File: src/rtl/seg_glyph_render.sv
// Purpose: overlays one 7-segment glyph (0-9, P, L, A, Y, dash, blank) at a frame-latched position, with optional blink.
// Latency: 2 clk from pixel_valid/x/y to display/display_valid.
// Backpressure: none; one pixel is accepted every clock, and the output follows the pixel stream.
// Ports: clk/rst_n (async active-low); frame_start latches start_x/start_y/code/blink_en into shadow regs;
//        pixel_valid/x/y form the pixel stream in; display/display_valid form the delayed glyph pixel out.
module seg_glyph_render #(
    parameter int X_W          = 10,
    parameter int STROKE       = 5,
    parameter int SEG_H        = 16,
    parameter int SEG_V        = 15,
    parameter int BLINK_FRAMES = 30
) (
    input  logic           clk,
    input  logic           rst_n,
    input  logic           frame_start,
    input  logic [X_W-1:0] start_x,
    input  logic [X_W-1:0] start_y,
    input  logic [3:0]     code,
    input  logic           blink_en,
    input  logic           pixel_valid,
    input  logic [X_W-1:0] x,
    input  logic [X_W-1:0] y,
    output logic           display,
    output logic           display_valid
);
    localparam int W  = 2*STROKE + SEG_H;
    localparam int H  = 3*STROKE + 2*SEG_V;
    localparam int CW = (BLINK_FRAMES > 1) ? $clog2(BLINK_FRAMES) : 1;

    // Region boundaries at the extended offset width.
    localparam logic [X_W:0] C_S     = (X_W+1)'(STROKE);
    localparam logic [X_W:0] C_R     = (X_W+1)'(STROKE + SEG_H);
    localparam logic [X_W:0] C_UP_E  = (X_W+1)'(STROKE + SEG_V);
    localparam logic [X_W:0] C_LO_S  = (X_W+1)'(2*STROKE + SEG_V);
    localparam logic [X_W:0] C_D     = (X_W+1)'(H - STROKE);
    localparam logic [X_W:0] C_W     = (X_W+1)'(W);
    localparam logic [X_W:0] C_H     = (X_W+1)'(H);
    localparam logic [CW-1:0] C_BLAST = CW'(BLINK_FRAMES - 1);

    // Shadow registers and blink state.
    logic [X_W-1:0] sx_q, sx_d, sy_q, sy_d;
    logic [3:0]     code_sh_q, code_sh_d;
    logic           blink_en_sh_q, blink_en_sh_d;
    logic [CW-1:0]  blink_cnt_q, blink_cnt_d;
    logic           phase_q, phase_d;

    // Pipeline registers.
    logic [6:0]     hits1_q, hits1_d, mask1_q, mask1_d;
    logic           vis1_q, vis1_d, pv1_q, pv1_d;
    logic           display_q, display_d, display_valid_q, display_valid_d;

    // Stage-1 combinational terms.
    logic [X_W:0]   dx, dy;
    logic           in_box, mid_x, left_x, right_x, upper_y, lower_y;
    logic           seg_a, seg_b, seg_c, seg_d, seg_e, seg_f, seg_g;

    always_comb begin
        sx_d          = sx_q;
        sy_d          = sy_q;
        code_sh_d     = code_sh_q;
        blink_en_sh_d = blink_en_sh_q;
        blink_cnt_d   = blink_cnt_q;
        phase_d       = phase_q;
        if (frame_start) begin
            sx_d          = start_x;
            sy_d          = start_y;
            code_sh_d     = code;
            blink_en_sh_d = blink_en;
            if (blink_cnt_q == C_BLAST) begin
                blink_cnt_d = '0;
                phase_d     = ~phase_q;
            end else begin
                blink_cnt_d = blink_cnt_q + CW'(1);
            end
        end
    end

    always_comb begin
        // One extra bit keeps x<sx from wrapping into a small positive offset,
        // so a glyph hanging off the right/bottom edge is clipped, not folded.
        dx      = {1'b0, x} - {1'b0, sx_q};
        dy      = {1'b0, y} - {1'b0, sy_q};
        in_box  = (x >= sx_q) && (y >= sy_q) && (dx < C_W) && (dy < C_H);
        mid_x   = (dx >= C_S) && (dx < C_R);
        left_x  = (dx < C_S);
        right_x = (dx >= C_R);
        upper_y = (dy >= C_S) && (dy < C_UP_E);
        lower_y = (dy >= C_LO_S) && (dy < C_D);
        seg_a   = in_box && mid_x && (dy < C_S);
        seg_g   = in_box && mid_x && (dy >= C_UP_E) && (dy < C_LO_S);
        seg_d   = in_box && mid_x && (dy >= C_D);
        seg_f   = in_box && left_x && upper_y;
        seg_b   = in_box && right_x && upper_y;
        seg_e   = in_box && left_x && lower_y;
        seg_c   = in_box && right_x && lower_y;
        hits1_d = {seg_a, seg_b, seg_c, seg_d, seg_e, seg_f, seg_g};

        // Mask order abcdefg, bit 6 = a.
        case (code_sh_q)
            4'd0:    mask1_d = 7'b1111110;
            4'd1:    mask1_d = 7'b0110000;
            4'd2:    mask1_d = 7'b1101101;
            4'd3:    mask1_d = 7'b1111001;
            4'd4:    mask1_d = 7'b0110011;
            4'd5:    mask1_d = 7'b1011011;
            4'd6:    mask1_d = 7'b1011111;
            4'd7:    mask1_d = 7'b1110000;
            4'd8:    mask1_d = 7'b1111111;
            4'd9:    mask1_d = 7'b1111011;
            4'd10:   mask1_d = 7'b1100111;
            4'd11:   mask1_d = 7'b0001110;
            4'd12:   mask1_d = 7'b1110111;
            4'd13:   mask1_d = 7'b0111011;
            4'd14:   mask1_d = 7'b0000001;
            default: mask1_d = 7'b0000000;
        endcase

        vis1_d          = ~blink_en_sh_q | phase_q;
        pv1_d           = pixel_valid;
        display_d       = (|(hits1_q & mask1_q)) & vis1_q & pv1_q;
        display_valid_d = pv1_q;
    end

    always_ff @(posedge clk or negedge rst_n) begin
        if (!rst_n) begin
            sx_q            <= '0;
            sy_q            <= '0;
            code_sh_q       <= 4'd15;
            blink_en_sh_q   <= 1'b0;
            blink_cnt_q     <= '0;
            phase_q         <= 1'b1;
            hits1_q         <= '0;
            mask1_q         <= '0;
            vis1_q          <= 1'b0;
            pv1_q           <= 1'b0;
            display_q       <= 1'b0;
            display_valid_q <= 1'b0;
        end else begin
            sx_q            <= sx_d;
            sy_q            <= sy_d;
            code_sh_q       <= code_sh_d;
            blink_en_sh_q   <= blink_en_sh_d;
            blink_cnt_q     <= blink_cnt_d;
            phase_q         <= phase_d;
            hits1_q         <= hits1_d;
            mask1_q         <= mask1_d;
            vis1_q          <= vis1_d;
            pv1_q           <= pv1_d;
            display_q       <= display_d;
            display_valid_q <= display_valid_d;
        end
    end

    assign display       = display_q;
    assign display_valid = display_valid_q;
endmodule

File: config.mk
export PLATFORM = sky130hd
export DESIGN_NAME = seg_glyph_render
export DESIGN_NICKNAME = d
export VERILOG_FILES = /design/src/rtl/seg_glyph_render.sv
export SDC_FILE = /design/constraint.sdc
export NUM_CORES = 1
export LEC_CHECK = 0
export ABC_AREA = 1
export ABC_CLOCK_PERIOD_IN_PS = 3500
export CAP_MARGIN = 20
export CORE_MARGIN = 2
export CORE_UTILIZATION = 52
export CTS_CLUSTER_SIZE = 20
export DETAILED_ROUTE_END_ITERATION = 7
export PLACE_DENSITY_LB_ADDON = 0.3
export RECOVER_POWER = 100
export SETUP_SLACK_MARGIN = 0.05
export SYNTH_ARGS = -nofsm -noshare
export SYNTH_HDL_FRONTEND = slang
export SYNTH_SLANG_ARGS = --single-unit
File: constraint.sdc
create_clock -name clk -period 3.5 [get_ports clk]
set_input_delay 0.7 -clock clk [delete_from_list [all_inputs] [get_ports clk]]
set_output_delay 0.7 -clock clk [all_outputs]
set_load 0.05 [all_outputs]
==> results of run 1 <==
through the flow:
stage	util	hold slack (ns)	std cells	worst slack, ns	cell area, um^2
after floorplan	-	0.354	472	1.10	3410
after global placement	0.628	0.381	594	0.529	3990
after detailed placement	0.628	0.382	594	0.463	3990
after CTS	0.642	0.404	602	0.756	4080
after global routing	0.642	0.427	603	0.366	4080
final	0.642	0.396	603	0.625	4080
power by group:
group	leakage [nW]	switching (mW)	internal, mW
Combinational	1.50	0.343	0.230
Clock	0.0374	0.194	0.141
Sequential	0.588	0.0465	0.646
cell usage after synthesis (2+ instances only):
master	n	area share
a21oi_1	18	0.026
nand3_2	2	0.0059
fa_1	2	0.012
inv_2	4	0.0044
o21ai_0	32	0.047
clkbuf_1	5	0.0055
dfstp_2	5	0.039
nor2_1	34	0.037
a22oi_1	2	0.0044
nand3_1	33	0.048
ha_1	29	0.11
a21o_1	4	0.0088
nand2_2	8	0.015
nor3_1	8	0.012
nand4_1	6	0.011
nor2_2	7	0.013
dfrtp_1	44	0.32
nand2_1	132	0.15
xor2_1	4	0.010
o21bai_1	2	0.0044
inv_1	77	0.085
cells by family after synthesis:
kind of cell	count (synthesis)
buffers and inverters	87
AND/OR/NAND/NOR	237
XOR/XNOR	5
adder cells (fa/ha/maj)	31
flip-flops	49
AO/OA/AOI/OAI	63
cell type report:
type / instances / area, um^2
inverter: 81 / 304
sequential: 49 / 1230
tap: 77 / 96.3
clock buffer: 6 / 72.6
clock inverter: 2 / 15.0
timing repair buffer: 52 / 502
fill: 582 / 2270
multi-input combinational: 336 / 1850
flip-flops by register name, summed over array words and instances (netlist names), 4 cells and up:
register     cells
sx_q            10
sy_q            10
mask1_q          7
blink_cnt_q      5
hits1_q          7
code_sh_q        4
layer usage:
layer	vias up	global-route usage
met5	-	0
met4	0	0.0534
met3	11	0.0282
met2	53	0.377
met1	1386	0.266
li1	1599	-
worst paths after layout:
check / end / slack (ns) / cells after the start / start
hold / removal: display_valid / 0.40 / 0 / display_valid_d
setup / recovery: hits1_q[2] / 0.62 / 15 / y[0]
hold reg to reg: display_valid / 0.40 / 0 / display_valid_d
max in group asynchronous: hits1_q[2] / 0.92 / 2 / rst_n
min in group asynchronous: sx_q[3] / 0.65 / 1 / rst_n
setup reg to reg: hits1_q[2] / 1.20 / 13 / sy_q[0]
layout by cell type (no fill, tap or decap), types with 6 or more instances in the layout:
cell	n
nand2_1	132
a21oi_1	18
nand3_1	33
inv_1	77
o21ai_0	32
clkdlybuf4s50_1	44
nand4_1	6
nor2_2	7
nand2_2	8
ha_1	29
nor2_1	34
dfrtp_1	44
nor3_1	8
==> metrics.csv, run 1 <==
metric,value,unit
status,"complete, no violations",
pwr_density_cell,393,nW/um^2
fin_skew,0.00768,ns
postCtsSetupRepairBufs,0,
cts_tree,done,
vdd_drop_max,0.259,mV
worst_pin_slew,1.44,ns
timing.critical_path.max_delay_family,simple AND/OR/NAND/NOR gates,
cp_slowest_cell,dlygate4sd3_1,
hold_class,reg2reg,
synth_compound_area_frac,0.104,
synth_nets,552,
clock.fmax,0.348,GHz
critical_path_required,3.72,ns
drt_first_pass_iters,4,
highest-signal-layer,met4,
met2WireLength,3360,um
ys_seq_area_frac,0.361,
finalHoldViolations,0,
finalPower,1.60,mW
grt_pass1_vias,3013,
start_util,0.537,
drive_gt1_frac,0.0722,
ant_nets,0,
clk_path_buf_depth,2,
via_per_inst,5.06,
synthMuxAreaShare,0,
gp_congestion,0.911,
synth.distinct_cells,35,
cap_viol_max_count,0,
overflow,0,
clock_sinks,49,
synth_edf_count,0,
cp_max_fo,4,
yosysWarningCount,0,
synth_xor_area_frac,0.0150,
port_buffers,50,
endpoint_kind,flop,
core,6350,um^2
crit_path_start_kind,input pin,
cts_max_level,2,
numCtsBuffers,5,
die_h,85.0,um
wl_met1,3210,um
wl_met3,231,um
io_pins,51,
synthFlopType,dfrtp_1,
worst-setup-path-type,in2reg,
max_stage_delay,0.53,ns
synth-seq-cells,49,
clockRootBuffer,clkbuf_8,
totalNegativeSetupSlack,0,ns
wl_per_cell,11.5,um
drc,0,
synth_top_family_by_area,simple AND/OR/NAND/NOR gates,
rsz0062_at_grt,false,
dp_hpwl,5520,um
cts.repair.resized,0,
rows,29,
leakage,2.13,nW
min_period,2.88,ns
finalCritPeriodShare,0.821,
critical_path_arrival,3.10,ns
synthAdderAreaFrac,0.118,
antenna_found_initial,0,
clock_latency,0.30,ns
via_count,3049,
slew_headroom,0.0394,
clkTransAtPathRegs,0.09,ns
dr.first_iter.drc_count,128,
areaGrowthSynthToFinish,19.4,%
async_reset_ff_frac,1.00,
postSynthAreaPerCell,7.23,um^2
antenna_cells,0,
cp_num_buf_inv,3,
design.final.nets,605,
grt_pass1_wl,12500,um
grt_start_max_net_pins,50,
slew_violations,0,
netlist_area,3410,um^2
setup_viol,0,
crit_chain,"dlygate4sd3_1, inv_1, ha_1, inv_1, fa_1, nand2_1, nand3_1, a21o_1, nand2_1, nand2_1, nand3_1, nand4_2, nor2_4, nand3_1, nor2_1",
die_area,7230,um^2
gr-usage-all-layers,0.210,
routed_wl,6930,um
synth-simple-area-share,0.306,
syn_inst,472,
dieWidth,85.0,um
ctsHoldBuffers,0,
(Power assumes the default switching activity.)
==> run 2, diff against run 1 <==
ABC_CLOCK_PERIOD_IN_PS = 2600   (was 3500)
CORE_UTILIZATION = 50   (was 52)
clock period = 2.6 ns   (was 3.5 ns; I/O delays follow)
==> run 2 against run 1 <==
Net effect:
- the flow now finishes with violations (capacitance limit, slew limit)
- clock skew is 0.0020 ns lower
- via count grew 2.7%
- non-clock buffer count is 11 higher
- clock-buffer cell count did not move
- power grew 39%
- cell area is 4.1% higher
- critical path type unchanged
- largest power group unchanged
==> metrics.csv, run 2 (same netlist as run 1, synthesis figures left out) <==
metric,value,unit
fin_skew,0.00571,ns
holdWs,0.399,ns
wl_per_cell,12.0,um
pwr_density_cell,527,nW/um^2
numCtsBuffers,5,
slew_violations,32,
die_area,7500,um^2
min_from,display_valid_d,
top_regs,"sx_q x10, sy_q x10",
final_cell_mix,"nand2_1 (129), inv_1 (75), dfrtp_1 (44), clkdlybuf4s50_1 (44), o21ai_0 (31)",
violations,"capacitance limit, slew limit",
min_period,2.45,ns
finalHoldViolations,0,
totalNegativeSetupSlack,0,ns
critical_path_arrival,2.68,ns
hold_class,reg2reg,
finalCritPeriodShare,0.942,
rows,30,
io_pins,51,
dieWidth,86.6,um
slew_headroom,-0.0846,
crit_path_start_kind,input pin,
drc,0,
areaGrowthSynthToFinish,24.3,%
clk_path_buf_depth,2,
timing.rr.start,sy_q[0],
dr.first_iter.drc_count,160,
setup_slack,0.152,ns
ant_nets,0,
setup_viol,0,
grt_start_max_net_pins,38,
final_cell_area,4240,um^2
p_comb_frac,0.379,
rsz0062_at_grt,true,
dp_hpwl,5870,um
cp_max_fo,2,
routed_wl,7430,um
grt_pass1_vias,3083,
endpoint_kind,flop,
p_switching,0.823,mW
worst_r2r_path_depth,14,
clkPwrFrac,0.201,
antenna_cells,0,
clock_latency,0.30,ns
cap_viol_max_count,1,
status,"complete, but fails checks",
start_util,0.511,
power.share.sequential,0.420,
clkTransAtPathRegs,0.09,ns
worst_pin_slew,1.63,ns
antenna_found_initial,0,
leakage,2.18,nW
overflow,0,
crit_start,x[0],
holdPathStages,0,
swShare,0.369,
clock_sinks,49,
clockRootBuffer,clkbuf_8,
p_int,1.41,mW
drive_gt1_frac,0.128,
vdd_drop_max,0.297,mV
critical_path_required,2.83,ns
drt_first_pass_iters,4,
worst-setup-path-type,in2reg,
gr-usage-all-layers,0.208,
via_count,3132,
grt_pass1_wl,12700,um
placed_cell_area,4080,um^2
cts_max_level,2,
n_fill_cell,609,
core,6680,um^2
clock.fmax,0.408,GHz
die_h,86.6,um
design.final.nets,616,
place_ws,-0.218,ns
port_buffers,50,
via_per_inst,5.08,
layout_commonest_cell,nand2_1,
gp_congestion,0.908,
cts_tree,done,
## run 2: cell types whose count changed in the layout (fill, tap and decap cells not counted), moves of 2 or more
cell,previous run,this run
buf_4,0,9
clkbuf_1,4,6
fa_1,2,0
fa_2,0,2
inv_1,77,75
inv_2,4,6
nand2_1,132,129
nand2_2,8,11
nand3_1,33,25
nand3_2,2,9
nor2_1,34,29
nor2_2,7,11
## run 2: worst max-delay path, cell delays in order
cell	delay [ns]
clkdlybuf4s50_1	0.45
inv_1	0.04
ha_1	0.19
inv_2	0.07
fa_2	0.43
o21ai_2	0.15
nand3_1	0.11
nand2_1	0.07
inv_1	0.04
nor2_2	0.11
nand3_2	0.10
nor2_2	0.16
nand4_1	0.13
nor2_1	0.10
## run 2: timing repair
item | 4_1_cts | 5_1_grt
hold endpoints to repair | 0 | 0
gates resized for setup | 0 | 26
setup buffers | 0 | 1
endpoints found under the setup margin | 0 | 7
hold buffers | 0 | 0
## run 2: metrics by stage
stage / power [mW] / std cells / util
global placement: 1.73 / 608 / 0.610
finish: 2.23 / 617 / 0.635
detailed placement: 1.76 / 608 / 0.610
floorplan: 1.50 / 472 / -
global route: 2.41 / 617 / 0.635
CTS: 2.22 / 616 / 0.623
## run 2: cell type report
class                      count  area (um^2)  share of cell area
timing repair buffer          63          579               0.137
sequential                    49         1230               0.291
tap                           80          100              0.0236
multi-input combinational    336         1940               0.457
clock inverter                 2         15.0             0.00354
clock buffer                   6         72.6              0.0171
inverter                      81          304              0.0717
## run 2: worst paths after layout
kind,endpoint,slack [ns]
worst max register to register,hits1_q[0],0.34
worst max-delay path,hits1_q[0],0.15
worst min register to register,display_valid,0.40
worst min-delay path,display_valid,0.40
max in group asynchronous,mask1_q[4],0.79
min in group asynchronous,sx_q[5],0.62
## run 2: per-layer routing
layer,part of all wire,vias to the layer above,GRT usage
met5,0,-,0
met4,0.013,0,0.0639
met3,0.036,10,0.0295
met2,0.49,66,0.378
met1,0.46,1438,0.255
li1,-,1618,-
## run 2: power groups by stage
stage	Clock, mW	Sequential (mW)	Combinational, mW
after floorplan	0	0.935	0.562
after global placement	0	0.947	0.784
after detailed placement	0	0.953	0.811
after CTS	0.461	0.940	0.817
after global routing	0.490	0.951	0.965
final	0.449	0.937	0.847
==> run 3, diff against run 2 <==
CORE_MARGIN = not set   (was 2)
==> run 3 against run 2 <==
Net effect:
- the run now ends clean
- clock power is 2% higher
- non-clock buffer count is 3 higher
- die area is 4.6% lower
- flip-flop and latch count stayed put
- critical endpoint is now hits1_q[3]
- largest cell class unchanged
- highest routed layer unchanged
==> metrics.csv, run 3 (same netlist as run 1, synthesis figures left out) <==
metric,value,unit
finalHoldViolations,0,
dp_hpwl,5730,um
port_buffers,50,
slew_headroom,0.153,
die_area,7160,um^2
routed_wl,7370,um
grt_busiest_layer,met2,
cp_max_fo,6,
clockRootBuffer,clkbuf_8,
cts_tree,done,
critical_path_arrival,2.64,ns
status,"complete, no violations",
fin_skew,0.00811,ns
antenna_found_initial,0,
areaGrowthSynthToFinish,25.3,%
vdd_drop_max,0.332,mV
wl_per_cell,11.9,um
core,6460,um^2
via_per_inst,5.02,
clk_path_buf_depth,2,
die_h,84.6,um
clock_sinks,49,
layout_commonest_cell,nand2_1,
dr.first_iter.drc_count,185,
grt_use_met1,0.284,
io_pins,51,
gr-usage-all-layers,0.220,
drc,0,
finalCritPeriodShare,0.934,
clock_latency,0.31,ns
top_regs,"sx_q x10, sy_q x10",
overflow,0,
endpoint_kind,flop,
cts_max_level,2,
dieWidth,84.6,um
final_cell_mix,"nand2_1 (126), inv_1 (75), dfrtp_1 (44), clkdlybuf4s50_1 (44)",
setup_viol,0,
grt_pass1_vias,2985,
antenna_cells,0,
final_cell_area,4270,um^2
rows,29,
dpl.cell_count,605,
drt_first_pass_iters,4,
worst_pin_slew,1.27,ns
cap_viol_max_count,0,
crit_path_start_kind,input pin,
min_period,2.43,ns
via_count,3097,
clock.fmax,0.412,GHz
slew_violations,0,
hold_class,reg2reg,
holdWs,0.403,ns
ant_nets,0,
pwr_density_cell,528,nW/um^2
totalNegativeSetupSlack,0,ns
grt_start_max_net_pins,36,
met2_usage,0.387,
rsz0062_at_grt,true,
critical_path_required,2.81,ns
gp_congestion,0.951,
final_cells,617,
grt_pass1_wl,12600,um
ctsHoldBuffers,0,
leakage,2.21,nW
grt_use_met3,0.0364,
start_util,0.528,
worst-setup-path-type,in2reg,
numCtsBuffers,5,
drive_gt1_frac,0.139,
clkTransAtPathRegs,0.09,ns
placed_cell_area,4070,um^2
design.final.nets,619,
## run 3: changes by cell type in the layout (fill, tap and decap cells not counted), sizes merged
| cell | before | now |
|---|---|---|
| buf | 9 | 12 |
## run 3: cell type report
class	instances	area (um^2)
fill	573	2180
multi-input combinational	336	1950
sequential	49	1230
timing repair buffer	66	602
inverter	81	304
tap	77	96.3
clock buffer	6	72.6
clock inverter	2	15.0
## run 3: stage by stage
| step | util | power [mW] | worst slack, ns |
|---|---|---|---|
| 2_1_floorplan | - | 1.50 | 0.381 |
| 3_3_place_gp | 0.630 | 1.73 | -0.108 |
| 3_5_place_dp | 0.630 | 1.76 | -0.177 |
| 4_1_cts | 0.644 | 2.22 | 0.143 |
| 5_1_grt | 0.662 | 2.44 | 0.0113 |
| 6_report | 0.662 | 2.26 | 0.171 |
## run 3: final timing paths
| check | startpoint | endpoint | slack [ns] | depth (start not counted) |
|---|---|---|---|---|
| worst max-delay path | y[7] | hits1_q[3] | 0.17 | 13 |
| worst min-delay path | display_valid_d | display_valid | 0.40 | 0 |
| worst max register to register | sy_q[0] | hits1_q[3] | 0.28 | 14 |
| worst min register to register | display_valid_d | display_valid | 0.40 | 0 |
| max in group asynchronous | rst_n | mask1_q[1] | 0.80 | 2 |
| min in group asynchronous | rst_n | sx_q[4] | 0.46 | 1 |
## run 3: critical path, cell delays in order
cell and delay, ns:
clkdlybuf4s50_1 0.41, ha_1 0.40, nand2_2 0.11, inv_1 0.04, a21oi_1 0.21, nand2_1 0.09
nand2_1 0.12, nand3_2 0.11, nor2_4 0.13, nand2_2 0.09, a211oi_2 0.24, buf_4 0.14
nor2_1 0.03
## run 3: metal layers
layer  wire length [um]  share of wire
met3                220          0.030
met2               3630           0.49
met5                  0              0
met1               3400           0.46
met4                124          0.017
## run 3: what timing repair did
| action | 4_1_cts | 5_1_grt |
|---|---|---|
| setup endpoints to repair | 0 | 7 |
| setup buffers | 0 | 4 |
| resized for setup | 0 | 31 |
| endpoints found under the hold margin | 0 | 0 |
## run 3: power by group
group	internal, mW	total (mW)	switching [mW]
Combinational	0.361	0.872	0.510
Clock	0.190	0.456	0.266
Sequential	0.870	0.931	0.0614
Total	1.42	2.26	0.838
==> edit 1: new RTL, config.mk and constraints of run 2 <==
Reset style: synchronous (`rst_n`), changed in one clocked block. Comments in the files are not updated.
--- a/src/rtl/seg_glyph_render.sv
+++ b/src/rtl/seg_glyph_render.sv
@@ -121,7 +121,7 @@
         display_valid_d = pv1_q;
     end
 
-    always_ff @(posedge clk or negedge rst_n) begin
+    always_ff @(posedge clk) begin
         if (!rst_n) begin
             sx_q            <= '0;
             sy_q            <= '0;
Function: differs if rst_n is asserted again (counterexample within 4 cycles, from zero or initial values and one cycle with rst_n low); with rst_n held inactive, the same outputs for 10 cycles.
==> edit 1 against run 2 <==
  * Critical path depth grew 2
  * Via count grew 5.5%
  * Worst hold slack gained 31 ps
  * Sequential cell count is the same
  * Routed wire length shrank 2.2%
  * Fmax grew 3.1%
  * Cell area shrank 3.2%
  * Setup slack gained 74 ps
  * Synthesized area shrank 3.0%
  * Combinational power shrank 22%
  * Register-to-register slack gained 170 ps
  * Power shrank 13%
  * Critical path type unchanged
  * Highest routed layer unchanged
==> edit 1: results (changes against run 2) <==
SYNTHTOPCELLSBYCOUNT='121 x sky130_fd_sc_hd__nand2_1, 82 x sky130_fd_sc_hd__inv_1, 56 x sky130_fd_sc_hd__nor2_1'
PATH_MAX_FANOUT=4  # +2
POST_SYNTH_XOR_AREA_FRACTION=0.0106  # -0.00445
GRT_USE_MET3=0.0321  # +0.00258
OUTCOME='finished clean'
GRT_FIRST_PASS_WIRELENGTH_UM=13000  # +2.3%
ADDER_CELL_SHARE_OF_THE_SYNTHESIZED_AREA=0.122  # +0.00361
CP_DATA_ARRIVAL_TIME_PS=2620  # -60 ps
POST_ROUTE_CELLS_DRIVE_ABOVE_1_SHARE=0.0912  # -0.0373
SYNTH.NET_COUNT=587  # +6.3%
DETAIL_ROUTE.VIAS_PER_CELL=5.11  # +0.60%
FINALCLOCKSKEW_PS=11.5  # +5.78 ps
YS_SEQ_AREA_FRAC=0.296  # -0.0649
YS_TYPES=31  # -11%
MET1_LENGTH_UM=3400  # -0.23%
GRT_PASS1_VIAS=3169  # +2.8%
STATIC_LEAKAGE_POWER_nW=2.02  # -7.6%
GRT.MET2_USAGE=0.384  # +0.00590
SYNTH_COMPOUND_GATE_AREA_SHARE=0.141  # +0.0364
DPL.CELL_COUNT=639  # +5.1%
GP_CONGESTION=0.905  # -0.35%
MET3WIRELENGTH_UM=261  # -2.6%
MET2_WIRELENGTH_UM=3510  # -4.3%
SYNTH_AREA_PER_CELL_UM2=6.53  # -9.7%
POWER.CLOCK.TOTAL_mW=0.483  # +7.6%
GRT_RESOURCE_USAGE_TOTAL=0.213  # +0.00517
TIMING_WORST_SLEW_PIN_VALUE_PS=634  # -993 ps
SYNTH_ASYNC_SR_FLOP_SHARE=0  # -1.00
==> edit 1: changes by cell type in the layout (fill, tap and decap cells not counted), sizes merged, moves of 4 or more <==
cell	run 2	this run
a21o	4	0
dfstp	5	0
clkbuf	11	7
buf	9	14
nand4	7	13
nor3	8	1
dfxtp	0	49
inv	81	86
dfrtp	44	0
nand3	35	30
a21oi	19	42
nor2	42	63
nand2	140	129
==> edit 1: worst paths after layout <==
| path | startpoint | end | slack [ps] | cells after the start |
|---|---|---|---|---|
| max reg2reg | sx_q[2] | hits1_q[2] | 510 | 13 |
| min | vis1_q | display | 430 | 2 |
| max | y[0] | hits1_q[2] | 230 | 16 |
| min reg2reg | vis1_q | display | 430 | 2 |
==> edit 1: layout make-up <==
class                   instances  area (µm²)
inverters                      85         319
multi-input cells             362        1990
clock buffers                   5        68.8
flip-flops and latches         49         981
well taps                      77        96.3
repair buffers                 66         626
fillers                       632        2280
clock inverters                 3        26.3
==> edit 2: new RTL, settings of run 2 <==
Without the edit above. The parameter `BLINK_FRAMES` goes from 30 to 15.
--- a/src/rtl/seg_glyph_render.sv
+++ b/src/rtl/seg_glyph_render.sv
@@ -8,7 +8,7 @@
     parameter int STROKE       = 5,
     parameter int SEG_H        = 16,
     parameter int SEG_V        = 15,
-    parameter int BLINK_FRAMES = 30
+    parameter int BLINK_FRAMES = 15
 ) (
     input  logic           clk,
     input  logic           rst_n,
Function: same outputs for any inputs over 10 cycles, from zero or initial values and one cycle with rst_n low; that may be too few to reach the edited logic, so the function may still have changed.
==> edit 2 against run 2 <==
  * The run still ends with max-capacitance violations, max-slew violations left
  * Register-to-register slack better by 180 ps
  * Cell area down 4.9%
  * Routed wire length down 6.0%
  * Power up 1.7%
  * Worst hold slack worse by 0.59 ps
  * Count of clock-buffer cells in the layout down 1
  * Sequential cell count down 1
  * Setup slack better by 83 ps
  * Synthesized area down 3.2%
  * Clock power up 27%
  * Critical path type unchanged
  * Largest power group unchanged
==> edit 2: results (changes against run 2) <==
OUTCOME='finished, violations left'
VIOLATIONS='max-capacitance violations, max-slew violations'
HP-CLASS='register to register'
FINAL_CELLS=586  # -5.0%
STATIC_LEAKAGE_POWER_nW=2.04  # -6.7%
MAXCAPVIOLATIONS=1  # unchanged
GRT_START_MAX_NET_PINS=35  # -7.9%
CLOCK_LATENCY_OF_THE_LATER_CLOCKED_REGISTER_IN_THE_WORST_SKEW_PAIR_PS=310
DPL.CELL_COUNT=578  # -4.9%
START_UTIL=0.517  # +0.00676
SYNTHTOPCELLSBYCOUNT='115 x sky130_fd_sc_hd__nand2_1, 68 x sky130_fd_sc_hd__inv_1, 43 x sky130_fd_sc_hd__dfrtp_1'
CELL_AREA_AFTER_PLACEMENT_UM2=3930  # -3.7%
CP_DATA_ARRIVAL_TIME_PS=2610  # -70 ps
SW_SHARE=0.355  # -0.0134
TOTALWIRELENGTH_UM=6990  # -6.0%
TIMING_WORST_SLEW_PIN_VALUE_PS=1660  # +34.1 ps
DRT_FIRST_ITER_VIOLATIONS=94  # -41%
NETLIST_TOP_CELLS_AREA='sky130_fd_sc_hd__dfrtp_1 33%, sky130_fd_sc_hd__nand2_1 13%, sky130_fd_sc_hd__ha_1 10%'
VIAS=2900  # -7.4%
GRT_RESOURCE_USAGE_TOTAL=0.209  # +0.000819
TIMING_MAX_TRANSITION_VIOLATIONS_FINAL=32  # unchanged
PATH_MAX_FANOUT=4  # +2
GRT_FIRST_PASS_WIRELENGTH_UM=12500  # -1.4%
SYNTH_TOP_CELL_AREA_SHARE=0.326  # +0.00294
POST_ROUTE_CELLS_DRIVE_ABOVE_1_SHARE=0.100  # -0.0283
WORST_PATH_LARGEST_CELL_DELAY_PS=390  # -60 ps
FINALCLOCKSKEW_PS=6.34  # +0.630 ps
PLACE_WS_PS=-111  # +107 ps
SYN-INSTANCE-COUNT=450  # -4.7%
SYNTH.NET_COUNT=528  # -4.3%
FILL_CELLS=570  # -6.4%
HIGHEST_IR_DROP_SEEN_ON_VDD_uV=318  # +7.0%
GRT_PASS1_VIAS=2962  # -3.9%
edit 2: worst paths after layout:
kind / slack, ps / startpoint / end
max in group asynchronous: 710 / rst_n / sy_q[9]
worst min-delay path: 400 / display_valid_d / display_valid
worst max-delay path: 230 / y[0] / hits1_q[6]
worst min register to register: 400 / display_valid_d / display_valid
worst max register to register: 520 / sy_q[0] / hits1_q[6]
min in group asynchronous: 620 / rst_n / sy_q[5]
edit 2: critical path: cells and delay by family:
family / cells / cell delay [ps]
adder cells (fa/ha/maj): 2 / 470
buffers and inverters: 3 / 510
AND/OR/NAND/NOR: 11 / 1120
edit 2: cell type report:
class                   count  area [µm²]  area share
clock inverters             3        47.5      0.0118
inverters                  73         274      0.0679
repair buffers             57         532       0.132
clock buffers               5        68.8      0.0171
multi-input cells         323        1810       0.448
well taps                  77        96.3      0.0239
flip-flops and latches     48        1210       0.299
edit 2: cells by family (layout without fill, tap and decap cells):
logic type,count (synthesis),in the layout,share of synthesized area
buffers and inverters,79,138,0.0897
muxes,3,3,0.0102
AOI/OAI and AO/OA,64,64,0.106
xor gates and xnor gates,4,4,0.0106
and+or+nand+nor,223,223,0.303
adders and majority gates,29,29,0.114
DFF,48,48,0.365
edit 2: metal layers:
metal,wire length (µm),global-route usage
met2,3510,0.369
met5,0,0
met1,3160,0.266
met3,232,0.0350
met4,80,0.0534
edit 2: timing repair:
item	CTS	global route
hold buffers	0	0
setup endpoints to repair	0	4
gates resized for setup	0	5
edit 2: power groups by stage:
stage                     Sequential (mW)  Clock [mW]  Combinational [mW]
after CTS                           0.910       0.584               0.797
after detailed placement            0.922           0               0.790
after floorplan                     0.910           0               0.564
after global placement              0.919           0               0.760
final                               0.908       0.571               0.791
after global routing                0.922       0.615               0.909
